==> src/rtl/conv_writeback_serializer.sv <==
// Captures LANES lane results and writes them one byte per cycle into the feature RAM.
// Optional RELU_EN macro clamps negative lanes to zero at the wr_data register.
module conv_writeback_serializer #(
  parameter int LANES = 16,
  parameter int DW    = 8,
  parameter int AW    = 14
) (
  input  logic                clk,
  input  logic                reset,
  input  logic                start_write_back,
  input  logic                stop_write_back,
  input  logic [LANES*DW-1:0] u_bus,
  input  logic                addr_load,
  input  logic [AW-1:0]       addr_init,
  output logic                wr_en,
  output logic [AW-1:0]       ram_store_addr,
  output logic [DW-1:0]       wr_data,
  output logic                busy,
  output logic                done
);

  localparam int IW = (LANES > 1) ? $clog2(LANES) : 1;
  localparam logic [IW-1:0] LAST = IW'(LANES - 1);

  typedef enum logic [1:0] {
    S_IDLE,
    S_WRITE,
    S_DONE
  } state_t;

  state_t          state_q, state_d;
  logic [AW-1:0]   addr_ptr_q, addr_ptr_d;
  logic [IW-1:0]   lane_idx_q, lane_idx_d;
  logic [DW-1:0]   shadow_q [LANES];
  logic            capture;
  logic            wr_en_d, done_d;
  logic [AW-1:0]   addr_d;
  logic [DW-1:0]   data_d;
  logic [DW-1:0]   lane_byte;

  assign lane_byte = shadow_q[lane_idx_q];

  always_comb begin
    state_d    = state_q;
    addr_ptr_d = addr_ptr_q;
    lane_idx_d = lane_idx_q;
    capture    = 1'b0;
    wr_en_d    = 1'b0;
    done_d     = 1'b0;
    addr_d     = ram_store_addr;
    data_d     = wr_data;
    unique case (state_q)
      S_IDLE: begin
        if (addr_load)
          addr_ptr_d = addr_init;
        if (start_write_back) begin
          capture    = 1'b1;
          lane_idx_d = '0;
          state_d    = S_WRITE;
        end
      end
      S_WRITE: begin
        // An abort leaves the pointer on the first unwritten address.
        if (stop_write_back) begin
          state_d = S_DONE;
        end else begin
          wr_en_d    = 1'b1;
          addr_d     = addr_ptr_q;
`ifdef RELU_EN
          data_d     = lane_byte[DW-1] ? '0 : lane_byte;
`else
          data_d     = lane_byte;
`endif
          lane_idx_d = lane_idx_q + 1'b1;
          addr_ptr_d = addr_ptr_q + 1'b1;
          if (lane_idx_q == LAST)
            state_d = S_DONE;
        end
      end
      S_DONE: begin
        done_d  = 1'b1;
        state_d = S_IDLE;
      end
      default: state_d = S_IDLE;
    endcase
  end

  always_ff @(posedge clk) begin
    if (reset) begin
      state_q        <= S_IDLE;
      addr_ptr_q     <= '0;
      lane_idx_q     <= '0;
      wr_en          <= 1'b0;
      busy           <= 1'b0;
      done           <= 1'b0;
      ram_store_addr <= '0;
      wr_data        <= '0;
    end else begin
      state_q        <= state_d;
      addr_ptr_q     <= addr_ptr_d;
      lane_idx_q     <= lane_idx_d;
      wr_en          <= wr_en_d;
      busy           <= wr_en_d;
      done           <= done_d;
      ram_store_addr <= addr_d;
      wr_data        <= data_d;
    end
  end

  always_ff @(posedge clk) begin
    if (reset) begin
      for (int k = 0; k < LANES; k++)
        shadow_q[k] <= '0;
    end else if (capture) begin
      for (int k = 0; k < LANES; k++)
        shadow_q[k] <= u_bus[k*DW +: DW];
    end
  end

endmodule

==> config.mk <==
export PLATFORM = sky130hd
export DESIGN_NAME = conv_writeback_serializer
export DESIGN_NICKNAME = d
export VERILOG_FILES = /design/src/rtl/conv_writeback_serializer.sv
export SDC_FILE = /design/constraint.sdc
export NUM_CORES = 1
export LEC_CHECK = 0
export CORE_ASPECT_RATIO = 1.2
export CORE_MARGIN = 2
export CORE_UTILIZATION = 47
export CTS_BUF_LIST = sky130_fd_sc_hd__clkbuf_8
export DETAILED_ROUTE_END_ITERATION = 10
export GPL_TIMING_DRIVEN = 1
export PLACE_DENSITY = 0.78
export SLEW_MARGIN = 0
export SYNTH_ARGS = -nofsm -noshare
export SYNTH_HDL_FRONTEND = slang
export SYNTH_SLANG_ARGS = --single-unit
==> constraint.sdc <==
create_clock -name clk -period 2.6 [get_ports clk]
set_clock_uncertainty 0.05 [all_clocks]
set_input_delay 0.26 -clock clk [delete_from_list [all_inputs] [get_ports clk]]
set_output_delay 0.26 -clock clk [all_outputs]
set_load 0.02 [all_outputs]
---- After elaboration in Yosys (flattened, before gate mapping) ----
Memory sizes are Yosys's and may differ from the RTL's. A register that Yosys moved wholly into a read port is not among the register bits.
Index checks and enable logic that the tools add are counted.
word-level totals
  register bits after elaboration ......... 36
  bits in latches ......................... 0
  bits in writable memories ............... 128
  bits in read-only memories .............. 0
  output and inout port bits .............. 25
  memories kept ........................... 1
memories
  name      words  bits a word  read ports  clocked after memory_dff  wr ports  line  text
  shadow_q  16     8            1           1                         16        34    logic [DW-1:0] shadow_q [LANES];
cells by class
  add/sub/neg operators ................... 2
  multipliers ............................. 0
  divide/modulo/power cells ............... 0
  $lt $le $gt $ge ......................... 0
  eq/ne operators ......................... 7
  shift-type cells ........................ 0
  multiplexer cells ....................... 35
  bitwise gates (word level) .............. 18
  reductions and logical operators ........ 7
operators with widths
  cell                   number
  $mux 8                 16
  $mux 14                2
  $pmux 14 s2            1
  $or 1x1->1             16
  $add 14x1->14 const B  1
  $mux 1                 9
  $mux 4                 2
  $pmux 4 s2             1
  $mux 2                 3
  $ne 2x2->1 const B     3
  $reduce_and 3->1       2
  $add 4x1->4 const B    1
  $eq 4x4->1 const B     1
  $pmux 2 s2             1
  $reduce_and 2->1       2
  $ne 3x3->1 const B     1
  $eq 2x1->1 const B     1
  $eq 2x2->1 const B     1
  $logic_not 2->1        1
  $not 1->1              2
  $reduce_bool 2->1      1
  $reduce_or 2->1        1

---- Depth between registers and ports, before layout ----
  depth after elaboration ................. 6
  depth in mapped cells ................... 7

---- Least setup slack after synthesis ----
OpenSTA, ideal clock, no wires.
  path kind ............................... register -> register
  from .................................... reg state_q[0]
  to ...................................... mem shadow_q[0][0] (enable)
  arrival time ............................ 2.419 ns
  required time ........................... 2.116 ns
  path slack .............................. -0.303 ns
  stages on the path, launching flop included .. 4
  period minus slack after synthesis ...... 2.903 ns
  cells stage by stage .................... dfxtp_1 -> buf_2 -> nor3b_1 -> or2_2
RTL lines
  what                    line  text
  start, declared         31    state_t state_q, state_d;
  start signal, assigned  99    state_q <= state_d;
  end, declared           34

==> metrics.md <==
| Metric | Value |
|---|---|
| RSZ-0062 raised after global routing | `no` |
| Fillcell total | `about 1300` |
| CTS Hold Buffers Added | `0` |
| Worst slew pin tran | `0.9292 ns` |
| Drt drc | `0` |
| Core Region | `~0.016 sq mm` |
| Maximum number of pins on one net before global-route repair | `102` |
| Via count | `around 5200` |
| Skew-Pair Late Insertion Delay | `0.44 ns` |
| Drt pass-1 iters | `4` |
| Die area | `approximately 0.018 sq mm` |
| Synth Warn # | `0` |
| Leak | `~3.5 nW` |
| Vias in the first global route | `5293` |
| Num CTS Buffers | `17` |
| Antenna cells | `0` |
| Global-route wire length before repair | `~26 mm` |
| Clock sinks | `roughly 170` |
| Power Density | `564.4 mW/mm^2` |
| GPL Wtd Cong | `around 0.94` |
| Number of vias per cell | `between 5 and 6` |
| Final worst-path cycle share | `between 80% and 90%` |
| Peak VDD IR | `around 0.0003 V` |
| I/O pins | `between 150 and 200` |
| Hpwl dp | `12.35 mm` |
| FMAX | `about 480 MHz` |
| Die W | `about 120 um` |
| Final nets | `approximately 910` |
| Critical Path RT | `approximately 2.9 ns` |
| Clock buffer depth | `2` |
| MaxCap Viol Count | `0` |
| Cell variety after synth | `51` |
| Endpoint type of the worst setup path | `flip-flop` |
| Row count | `approximately 50` |
| Hold Crit Class | `in -> reg` |
| Critical path arrival | `~2.4 ns` |
| Clock-pin slew on the worst setup and hold paths | `~0.080 ns` |
| Overflow after GRT | `0` |
| Avg Inst Size Synth | `approximately 13 sq um` |
| Cts repair resizes | `0` |
| Fin crit period | `around 2.1 ns` |
| CTS Root Cell | `clkbuf_8` |
| Relative slew slack | `37.97%` |
| Pwr Total | `around 5.6 mW` |
| Layout cells sized above 1 | `a little under a tenth` |
| Routed Antenna Nets | `0` |
| Wirelength per Cell | `approximately 17 um` |
| Critical Path Start Type | `flip-flop` |
| Number of hold violations in the final report | `0` |
| PortBufs | `about 170` |
| Setup TNS | `0 ns` |
| Post-synth EDFFs | `between 100 and 150` |
| Synth-to-Final Area Change | `27.99%` |
| All-layer global routing usage | `19.54%` |
| Initial core utilization | `about 48%` |
| Synthesized cell area | `about 0.0078 sq mm` |
| Post-synthesis sequential area ratio | `roughly 60%` |
| Final Setup Violations | `0` |
| First-iteration detailed-routing DRC count | `about 360` |
| Detailed Route WL | `approximately 17 mm` |
| Height of the die | `~150 um` |
| Syn Inst Count | `602` |
| Synth Register Bits | `roughly 170` |
| Top FF cell, synth | `edfxtp_1` |
| H-tree levels | `4` |
| Outcome | `completed` |
| Setup CP Type | `reg -> reg` |
| Syn nets | `about 750` |
| Max FO, Critical Path | `21` |
| Slew Viols, Final | `0` |
| Asr flop ratio synth | `0%` |
| Initial antenna violation count | `0` |
| CTS tree | `done` |
| Setup bufs post-CTS | `0` |
-- layout by cell type, fill, tap and decap left out, types with 3 or more instances in the layout --
cell,Yosys,layout
buf_4,4,13
dfxtp_1,44,43
nor3_1,5,5
nor2b_1,51,50
a311oi_1,4,4
or2_0,4,4
nand2b_1,5,5
a211oi_1,18,18
nand2_1,43,43
nor2_1,21,21
mux2_2,3,3
a21oi_1,32,32
mux4_1,7,7
clkbuf_8,0,20
clkinv_2,0,4
mux4_2,17,17
nand3_1,4,4
o22ai_1,8,8
o21ai_0,11,11
mux2i_1,24,24
and2_1,85,85
o31ai_1,4,4
clkdlybuf4s50_1,0,170
inv_1,2,7
or2_1,4,4
edfxtp_1,128,128
nor4_1,4,4
-- cell usage after synthesis (all sizes together) (4+ instances only) --
cell type	count	area (sq um)
and2	85	531.8
buf	22	180.2
nand2b	5	31.28
o21ai	11	55.05
dfxtp	44	880.8
clkbuf	22	92.59
nand2	43	161.4
mux4	24	566.8
nor4	4	25.02
o22ai	8	50.05
mux2i	24	240.2
a211oi	18	135.1
o31ai	5	42.54
nor2b	51	319.1
nor2	21	78.83
a311oi	4	35.03
a21oi	33	168.9
nand3	4	20.02
edfxtp	128	3844
or2	9	56.30
nor3	5	25.02
-- area by class of cell --
type	instances	area, sq um	share of cell area [%]
Sequential cell	172	4726	47.23
Multi-Input combinational cell	384	2823	28.21
Timing Repair Buffer	185	1824	18.23
Clock buffer	20	275.3	2.751
Tap cell	212	265.3	2.651
Clock inverter	12	85.08	0.8503
Inverter	2	7.507	0.07503
-- logic make-up after synthesis --
group           count (synthesis)  synth area share (%)
simple gates                  244                 17.86
fa+ha+maj                       2                0.3201
mux                            51                 10.76
xor+xnor                        2                0.2241
buf+inv                        46                 3.585
compound gates                 85                 6.818
flops                         172                 60.44
-- per-stage QoR --
stage                     setup slack, ns  hold slack [ns]  utilization, %  instances  area, sq um
final                              0.5035           0.3107           61.49        987        10010
after CTS                          0.4410           0.2701           61.49        987        10010
after floorplan                    0.3187           0.3725               -        602         7820
after global placement             0.3810           0.3923           59.28        955         9646
after global routing               0.2720           0.3065           61.49        987        10010
after detailed placement           0.3307           0.3959           59.28        955         9646
-- worst max-delay path, stage by stage, from the launching register on --
cell and delay (ns):
dfxtp_1 0.62, or3b_2 0.69, o22ai_1 0.30, a211oi_1 0.10, a211oi_1 0.24
-- report_power, final --
| part | switching [mW] | internal [mW] | total, mW |
|---|---|---|---|
| sequential | 0.0842 | 3.18 | 3.26 |
| clock | 0.877 | 0.811 | 1.69 |
| combinational | 0.306 | 0.393 | 0.699 |
| total | 1.27 | 4.38 | 5.65 |
-- worst paths after layout --
check / startpoint / to / slack, ns / depth (start not counted)
worst max-delay path: lane_idx_q[2] / wr_data[4] / 0.50 / 4
worst min-delay path: reset / state_q[0] / 0.31 / 3
worst max register to register: lane_idx_q[2] / wr_data[4] / 0.50 / 4
worst min register to register: ram_store_addr[6] / ram_store_addr[6] / 0.41 / 2
-- state kept, by name, summed over array words and instances, names as in the netlist --
register / flops
wr_data: 8
shadow_q: 128
busy: 1
lane_idx_q: 4
addr_ptr_q: 14
ram_store_addr: 14
done: 1
state_q: 2
-- routing by layer --
metal	vias up	routed length [um]	global-route usage, %
li1	2512	-	-
met1	2508	6652	22.80
met2	164	8877	34.33
met3	27	983	4.992
met4	0	396	7.241
met5	-	0	0
Power figures use the tool's default switching activity.
